<file path="src/rtl/ql_mac_pipe.sv">
// ql_mac_pipe: three-stage pipelined multiply-accumulate for the eFPGA math unit.
// Stage 1 registers the extended product with its per-sample control flags and
// tracks burst position; stage 2 updates the accumulator; stage 3 produces the
// windowed, optionally saturated result for the last sample of each burst.
// Optional build macro QL_MAC_SAT_STICKY_EN: when defined, MAC_SAT_FLAG holds
// once set and clears only on reset or on the result of a burst that began
// with MAC_ACC_CLEAR. When undefined, the flag reflects each result on its own.
module ql_mac_pipe #(
    parameter int MULTI_WIDTH = 8,
    parameter int GUARD_BITS  = 4,
    parameter int ACC_WIDTH   = 2*MULTI_WIDTH+GUARD_BITS,
    parameter int SEL_WIDTH   = 5,
    parameter int LEN_WIDTH   = 8
) (
    input  logic                   MAC_ACC_CLK,
    input  logic                   acc_ff_rstn,
    input  logic                   EFPGA_MATHB_CLK_EN,
    input  logic                   MAC_IN_VALID,
    input  logic [MULTI_WIDTH-1:0] MAC_OPER_DATA,
    input  logic [MULTI_WIDTH-1:0] MAC_COEF_DATA,
    input  logic                   MAC_ACC_CLEAR,
    input  logic                   MAC_ACC_RND,
    input  logic                   MAC_ACC_SAT,
    input  logic [SEL_WIDTH-1:0]   MAC_OUT_SEL,
    input  logic                   MAC_TC,
    input  logic [LEN_WIDTH-1:0]   MAC_ACC_LEN,
    output logic [MULTI_WIDTH-1:0] MAC_OUT,
    output logic                   MAC_OUT_VALID,
    output logic [ACC_WIDTH-1:0]   MAC_ACC_OUT,
    output logic                   MAC_SAT_FLAG
);

    localparam int W    = MULTI_WIDTH;
    localparam int A    = ACC_WIDTH;
    localparam int EXT  = ACC_WIDTH - 2*MULTI_WIDTH;
    localparam int MAXS = ACC_WIDTH - MULTI_WIDTH;

    logic                 accept;

    // burst tracking
    logic [LEN_WIDTH-1:0] cnt;
    logic [LEN_WIDTH-1:0] len_q;
    logic                 acl_q;
    logic                 bclr_q;
    logic                 first;
    logic [LEN_WIDTH-1:0] len_eff;
    logic [LEN_WIDTH-1:0] cnt_inc;
    logic                 last;
    logic                 bclr_nxt;

    // product
    logic signed [2*W-1:0] prod_s;
    logic [2*W-1:0]        prod_u;
    logic [A-1:0]          prod_ext;

    // stage 1 registers
    logic                 s1_valid;
    logic [A-1:0]         s1_prod;
    logic                 s1_clr;
    logic                 s1_rnd;
    logic                 s1_sat;
    logic                 s1_tc;
    logic [SEL_WIDTH-1:0] s1_sel;
    logic                 s1_last;
    logic                 s1_bclr;

    // stage 2
    logic [A-1:0]         acc;
    logic [A-1:0]         rnd_c;
    logic [A-1:0]         base;
    logic                 s2_valid;
    logic                 s2_sat;
    logic                 s2_tc;
    logic [SEL_WIDTH-1:0] s2_sel;
    logic                 s2_bclr;

    // stage 3
    logic [SEL_WIDTH-1:0]  sel_eff;
    logic [SEL_WIDTH:0]    sh_tc;
    logic [SEL_WIDTH:0]    sh_un;
    logic [A-1:0]          win_full;
    logic signed [A-1:0]   tc_hi;
    logic [A-1:0]          un_hi;
    logic                  tc_ok;
    logic                  un_ok;
    logic                  sat_hit;
    logic [W-1:0]          sat_val;
    logic [W-1:0]          out_nxt;

    assign accept = EFPGA_MATHB_CLK_EN & MAC_IN_VALID;

    // Burst position of the incoming sample; LEN is taken only from a burst's first sample.
    always_comb begin
        first    = (cnt == '0) | MAC_ACC_CLEAR;
        len_eff  = first ? MAC_ACC_LEN : len_q;
        cnt_inc  = MAC_ACC_CLEAR ? LEN_WIDTH'(1) : cnt + LEN_WIDTH'(1);
        last     = (len_eff == '0) | (cnt_inc == len_eff);
        bclr_nxt = MAC_ACC_CLEAR | (~first & bclr_q);
    end

    // Full-width product, sign- or zero-extended into the accumulator width.
    always_comb begin
        prod_s   = $signed({{W{MAC_OPER_DATA[W-1]}}, MAC_OPER_DATA})
                 * $signed({{W{MAC_COEF_DATA[W-1]}}, MAC_COEF_DATA});
        prod_u   = {{W{1'b0}}, MAC_OPER_DATA} * {{W{1'b0}}, MAC_COEF_DATA};
        prod_ext = MAC_TC ? {{EXT{prod_s[2*W-1]}}, prod_s} : {{EXT{1'b0}}, prod_u};
    end

    // Burst counter; a finished finite burst arms an auto-clear for the next sample.
    always_ff @(posedge MAC_ACC_CLK or negedge acc_ff_rstn) begin
        if (!acc_ff_rstn) begin
            cnt    <= '0;
            len_q  <= '0;
            acl_q  <= 1'b0;
            bclr_q <= 1'b0;
        end else if (accept) begin
            len_q  <= len_eff;
            cnt    <= last ? '0 : cnt_inc;
            acl_q  <= last & (len_eff != '0);
            bclr_q <= bclr_nxt;
        end
    end

    // Stage 1: product and per-sample flags travel together.
    always_ff @(posedge MAC_ACC_CLK or negedge acc_ff_rstn) begin
        if (!acc_ff_rstn) begin
            s1_valid <= 1'b0;
            s1_prod  <= '0;
            s1_clr   <= 1'b0;
            s1_rnd   <= 1'b0;
            s1_sat   <= 1'b0;
            s1_tc    <= 1'b0;
            s1_sel   <= '0;
            s1_last  <= 1'b0;
            s1_bclr  <= 1'b0;
        end else if (EFPGA_MATHB_CLK_EN) begin
            s1_valid <= MAC_IN_VALID;
            if (MAC_IN_VALID) begin
                s1_prod <= prod_ext;
                s1_clr  <= MAC_ACC_CLEAR | acl_q;
                s1_rnd  <= MAC_ACC_RND;
                s1_sat  <= MAC_ACC_SAT;
                s1_tc   <= MAC_TC;
                s1_sel  <= MAC_OUT_SEL;
                s1_last <= last;
                s1_bclr <= bclr_nxt;
            end
        end
    end

    // Accumulator base: clear dominates rounding, which replaces the running sum.
    always_comb begin
        rnd_c = '0;
        if ((s1_sel != '0) && (s1_sel <= SEL_WIDTH'(MAXS)))
            rnd_c = {{(A-1){1'b0}}, 1'b1} << (s1_sel - SEL_WIDTH'(1));
        if (s1_clr)
            base = '0;
        else if (s1_rnd)
            base = rnd_c;
        else
            base = acc;
    end

    // Stage 2: accumulate (wraps modulo 2^A) and forward result controls.
    always_ff @(posedge MAC_ACC_CLK or negedge acc_ff_rstn) begin
        if (!acc_ff_rstn) begin
            acc      <= '0;
            s2_valid <= 1'b0;
            s2_sat   <= 1'b0;
            s2_tc    <= 1'b0;
            s2_sel   <= '0;
            s2_bclr  <= 1'b0;
        end else if (EFPGA_MATHB_CLK_EN) begin
            s2_valid <= s1_valid & s1_last;
            if (s1_valid) begin
                acc     <= base + s1_prod;
                s2_sat  <= s1_sat;
                s2_tc   <= s1_tc;
                s2_sel  <= s1_sel;
                s2_bclr <= s1_bclr;
            end
        end
    end

    assign MAC_ACC_OUT = acc;

    // Output window and overflow check; an out-of-range window position falls back to 0.
    always_comb begin
        sel_eff  = (s2_sel > SEL_WIDTH'(MAXS)) ? '0 : s2_sel;
        sh_tc    = {1'b0, sel_eff} + (SEL_WIDTH+1)'(W-1);
        sh_un    = {1'b0, sel_eff} + (SEL_WIDTH+1)'(W);
        win_full = acc >> sel_eff;
        tc_hi    = $signed(acc) >>> sh_tc;
        un_hi    = acc >> sh_un;
        tc_ok    = (tc_hi == '0) | (tc_hi == '1);
        un_ok    = (un_hi == '0);
        sat_hit  = s2_sat & (s2_tc ? ~tc_ok : ~un_ok);
        if (!s2_tc)
            sat_val = '1;
        else if (acc[A-1])
            sat_val = {1'b1, {(W-1){1'b0}}};
        else
            sat_val = {1'b0, {(W-1){1'b1}}};
        out_nxt  = sat_hit ? sat_val : win_full[W-1:0];
    end

    // Stage 3: register the result of a burst's last sample.
    always_ff @(posedge MAC_ACC_CLK or negedge acc_ff_rstn) begin
        if (!acc_ff_rstn) begin
            MAC_OUT       <= '0;
            MAC_OUT_VALID <= 1'b0;
            MAC_SAT_FLAG  <= 1'b0;
        end else if (EFPGA_MATHB_CLK_EN) begin
            MAC_OUT_VALID <= s2_valid;
            if (s2_valid) begin
                MAC_OUT <= out_nxt;
`ifdef QL_MAC_SAT_STICKY_EN
                MAC_SAT_FLAG <= sat_hit | (MAC_SAT_FLAG & ~s2_bclr);
`else
                MAC_SAT_FLAG <= sat_hit;
`endif
            end
        end
    end

endmodule

</file>
<file path="config.mk">
export PLATFORM = sky130hd
export DESIGN_NAME = ql_mac_pipe
export DESIGN_NICKNAME = d
export VERILOG_FILES = /design/src/rtl/ql_mac_pipe.sv
export SDC_FILE = /design/constraint.sdc
export NUM_CORES = 1
export LEC_CHECK = 0
export ABC_AREA = 1
export CAP_MARGIN = 20
export CORE_MARGIN = 1.5
export CORE_UTILIZATION = 35
export CTS_BUF_LIST = sky130_fd_sc_hd__clkbuf_16
export DETAILED_ROUTE_END_ITERATION = 10
export SETUP_SLACK_MARGIN = 0.3
export SYNTH_ARGS = -nofsm -noshare
export SYNTH_HDL_FRONTEND = slang
export SYNTH_SLANG_ARGS = --single-unit
</file>
<file path="constraint.sdc">
create_clock -name MAC_ACC_CLK -period 3.5 [get_ports MAC_ACC_CLK]
set_input_delay 0.7 -clock MAC_ACC_CLK [delete_from_list [all_inputs] [get_ports MAC_ACC_CLK]]
set_output_delay 0.7 -clock MAC_ACC_CLK [all_outputs]
set_load 0.02 [all_outputs]
</file>
==> results.env <==
POST_LAYOUT_NONFILLER_INSTANCES=2062
WORSTSETUPPATHTYPE='primary input to flop'
CLOCKBUFFERDEPTH=2
WORSTMARGINPINSLEW_NS=0.830
WIRE_LENGTH_OF_THE_FIRST_GLOBAL_ROUTING_PASS_UM=50100
SYNTHESIS.NETS=1666
OUTCOME='finished with violations'
SHARE_SEQ_OF_TOTAL_POWER_PCT=14.6
AREA_OF_COMBINATIONAL_CELLS_WITH_MULTIPLE_INPUTS_UM2=7790
SYNTH_CELL_TYPES=50
PLACE.DETAILED.HPWL_UM=23800
DIE_HEIGHT_UM=176
TOTAL_POWER_W=0.0107
POST_SYNTH_MOST_FREQUENT_CELLS='sky130_fd_sc_hd__nand2_1, sky130_fd_sc_hd__inv_1, sky130_fd_sc_hd__o21ai_0'
RSZ0062_AT_GRT='yes'
ROUTED_WIRELENGTH_UM=29600
ANT_NETS=0
TIMING.CRITICAL_PATH.FANOUT_MAX=3
CAP_VIOLATIONS=0
SHARE_CLK_OF_TOTAL_POWER_PCT=10.6
CRITPATHCAPTURETYPE='flop'
POWER.SWITCHING_W=0.00516
SYNTH.AVG_CELL_AREA_UM2=7.14
YOSYSWARNINGS=0
CLOCK_SKEW_NS=0.00824
OVERFLOW_LEFT_AFTER_GLOBAL_ROUTING=0
POST_CTS_HOLD_BUFFER_COUNT=0
ARRIVAL_NS=4.61
REPORT.FINAL.SLEW_VIOL_COUNT=0
SYNTH_TOP_CELL_AREA_SHARE_PCT=19.9
RELSLEWSLACK_PCT=44.7
VIOLATED_CHECKS='setup timing'
SYNTH_ENABLE_FLOP_CELLS=0
IRDROPWORSTVDD_mV=0.322
SYNTH_FA_HA_AREA_SHARE_PCT=25.9
CELL_INT_POWER_W=0.00558
CRITPATHLAUNCHTYPE='primary input'
SYNTH.TOP_CELLS.BY_AREA='sky130_fd_sc_hd__dfrtp_1, sky130_fd_sc_hd__fa_1, sky130_fd_sc_hd__nand2_1'
WORSTSKEWPAIRLATENCY_NS=0.35
SYNTH_COMPOUND_GATE_AREA_SHARE_PCT=13.8
GRT_START_MAX_NET_PINS=62
YOSYS.AREA_SHARE.XOR_XNOR_PCT=2.52
POWER.DENSITY_nW_PER_UM2=768
CRITICAL_PATH_REQUIRED_NS=3.70
POST-ROUTE-DRC-COUNT=0
FINALWEIGHTEDCONGESTION=0.926
INITIAL_UTILIZATION_PCT=35.4
DIEWIDTH_UM=176
CORE_REGION_AREA_UM2=29500
SYNTH_AREA_LEADER_CELL='sky130_fd_sc_hd__dfrtp_1'
DIE_AREA_UM2=30900
YS_ASYNC_SR_FRACTION_PCT=100
LEAKAGEPOWER_nW=7.12
POST_SYNTH_INST_COUNT=1464
CTS_TREE='built'
SHARE_COMB_OF_TOTAL_POWER_PCT=74.8
NETSWITCHINGFRACTION_PCT=48.0
ANTENNA_FOUND_INITIAL=0
FIN_WS_NS=-0.908
PERIOD_MINUS_SLACK_NS=4.41
CORE.ROWCOUNT=63
AREA_GROWTH_PCT=33.9
GRT_PASS1_VIAS=10300
FINAL.SETUP.TNS_NS=-7.52
SHARE_OF_SYNTHESIZED_CELL_AREA_IN_AND_OR_NAND_AND_NOR_GATES_PCT=24.6
TRITONCTS.NUM_BUFFERS=9
FINAL_NUMBER_OF_SETUP_VIOLATING_ENDPOINTS=11
IO_PINS=67
YOSYS_REGISTER_BITS=83
LAYOUT.FILLER_CELLS=2911
DETAILEDROUTE.FIRSTPASSITERATIONCOUNT=5
IO_BUFFERS=66
YOSYS.CELL_COUNT.TOP_TYPE='sky130_fd_sc_hd__nand2_1'
ANTENNA_CELLS=0
SYNTH.MUX.AREA_FRACTION_PCT=0.383
HOLD_VIOL=0
TRITONCTS_SINK_COUNT=83
YS_DOMINANT_REG_CELL='sky130_fd_sc_hd__dfrtp_1'
CTS-ROOT-BUF='sky130_fd_sc_hd__clkbuf_16'
SYNTHESIS.AREA_UM2=10400
AVERAGE_WIRE_LENGTH_PER_CELL_AFTER_DETAIL_ROUTING_UM=14.3
CTS.REPORTEDPATHS.CLKPINSLEW_NS=0.07
DETAILEDROUTE.FIRSTITERATIONVIOLATIONS=742
DPL.CELL_COUNT=2013
DRIVE_GT1_SHARE_PCT=24.6
COMBINATIONAL_FAMILY_WITH_THE_MOST_AREA_AFTER_SYNTHESIS='adder cells'
WORSTHOLDPATHTYPE='primary input to async pin'
GRT.TOTAL_USAGE_PCT=20.0
REGISTER_CELL_AREA_AFTER_LAYOUT_UM2=2080
CTS_HTREE_LEVELS=3
ROUTE.DETAILED.VIAS_PER_INST=4.93
FINISH.NET_COUNT=1869
FMAX_MHz=227
ROUTED-VIA-COUNT=10200
POSTLAYOUTCOREUTIL_PCT=47.4
FINAL_MIN_PERIOD_OVER_CLOCK_PERIOD_PCT=126
SYNTH_SEQUENTIAL_AREA_RATIO_PCT=19.9
sequential cells by signal (all words and copies together), names as in the netlist, 5 cells and up:
| register | flops |
|---|---|
| cnt | 8 |
| s1_prod | 17 |
| s2_sel | 5 |
| len_q | 8 |
| MAC_ACC_OUT | 20 |
| s1_sel | 5 |
| MAC_OUT | 8 |
stage by stage:
stage / area (um^2) / hold slack, ns / worst slack [ns]
finish: 14000 / 0.450 / -0.908
floorplan: 10900 / 0.404 / -1.15
global placement: 12700 / 0.464 / -1.88
CTS: 13700 / 0.481 / -0.896
global route: 14000 / 0.502 / -1.15
detailed placement: 12700 / 0.471 / -1.95
final timing paths:
check | from | to | slack [ns] | depth (start not counted)
min reg2reg | acl_q | acl_q | 0.48 | 2
min in group MAC_ACC_CLK | acl_q | acl_q | 0.48 | 2
max reg2reg | s1_sel[1] | MAC_ACC_OUT[15] | 0.49 | 17
max | MAC_OPER_DATA[5] | s1_prod[14] | -0.91 | 24
max in group asynchronous | acc_ff_rstn | s2_sel[1] | 2.34 | 2
min | acc_ff_rstn | MAC_ACC_OUT[14] | 0.45 | 1
placed cells by master, fill, tap and decap left out, types with 21 or more instances in the layout:
cell / instances
sky130_fd_sc_hd__o21ai_0: 94
sky130_fd_sc_hd__buf_4: 144
sky130_fd_sc_hd__buf_6: 39
sky130_fd_sc_hd__xor2_1: 21
sky130_fd_sc_hd__nand2_1: 289
sky130_fd_sc_hd__nand4_1: 29
sky130_fd_sc_hd__a21oi_1: 61
sky130_fd_sc_hd__inv_2: 48
sky130_fd_sc_hd__nor2_1: 66
sky130_fd_sc_hd__nand2_2: 26
sky130_fd_sc_hd__ha_1: 59
sky130_fd_sc_hd__dfrtp_1: 83
sky130_fd_sc_hd__fa_1: 80
sky130_fd_sc_hd__nand3_1: 101
sky130_fd_sc_hd__inv_1: 237
sky130_fd_sc_hd__clkdlybuf4s50_1: 49
timing repair:
action	in CTS	in global routing
resized for setup	216	71
setup endpoints to repair	16	30
setup buffers	25	7
pin swaps	116	47
gates cloned	0	1
power groups by stage:
| stage | Sequential [W] | Combinational [W] | Clock, W |
|---|---|---|---|
| after floorplan | 0.00164 | 0.00447 | 0 |
| after global placement | 0.00157 | 0.00662 | 0 |
| after detailed placement | 0.00158 | 0.00668 | 0 |
| after CTS | 0.00156 | 0.00740 | 0.00115 |
| after global routing | 0.00161 | 0.00897 | 0.00120 |
| final | 0.00157 | 0.00803 | 0.00114 |
per-layer routing:
metal  up-vias  wire [um]  track usage (%)
li1       5103          -                -
met1      4802      13800             27.0
met2       238      14100             34.4
met3        22       1270             2.60
met4         0        323             3.85
met5         -          0                0
final cells by class:
type / count / area share [%]
Clock buffer: 9 / 1.61
Sequential cell: 83 / 14.9
Inverter: 293 / 8.10
Tap cell: 390 / 3.49
Timing Repair Buffer: 242 / 15.3
Clock inverter: 7 / 0.886
Multi-Input combinational cell: 1038 / 55.7
kinds of logic (layout without fill, tap and decap cells):
| group | Yosys count | count (layout) |
|---|---|---|
| mux | 4 | 4 |
| buf+inv | 344 | 551 |
| compound gates | 262 | 262 |
| fa+ha+maj | 165 | 165 |
| flops | 83 | 83 |
| simple gates | 576 | 577 |
| xor+xnor | 30 | 30 |
worst max-delay path, cell delays in order:
cell	delay (ns)
sky130_fd_sc_hd__buf_12	0.10
sky130_fd_sc_hd__buf_6	0.11
sky130_fd_sc_hd__nand2_4	0.05
sky130_fd_sc_hd__fa_2	0.45
sky130_fd_sc_hd__buf_6	0.13
sky130_fd_sc_hd__fa_1	0.53
sky130_fd_sc_hd__inv_1	0.05
sky130_fd_sc_hd__fa_1	0.48
sky130_fd_sc_hd__inv_1	0.05
sky130_fd_sc_hd__fa_1	0.48
sky130_fd_sc_hd__inv_2	0.04
sky130_fd_sc_hd__ha_4	0.22
sky130_fd_sc_hd__inv_6	0.07
sky130_fd_sc_hd__nor2_4	0.04
sky130_fd_sc_hd__o21ai_2	0.15
sky130_fd_sc_hd__nand2_1	0.09
sky130_fd_sc_hd__a21oi_2	0.18
sky130_fd_sc_hd__o21ai_2	0.08
sky130_fd_sc_hd__and2_4	0.15
sky130_fd_sc_hd__o21ai_2	0.12
sky130_fd_sc_hd__nand2_1	0.07
sky130_fd_sc_hd__nor2_1	0.08
sky130_fd_sc_hd__nand3b_1	0.11
sky130_fd_sc_hd__a31oi_1	0.07
Note: power is estimated with default switching activity, not from simulation.
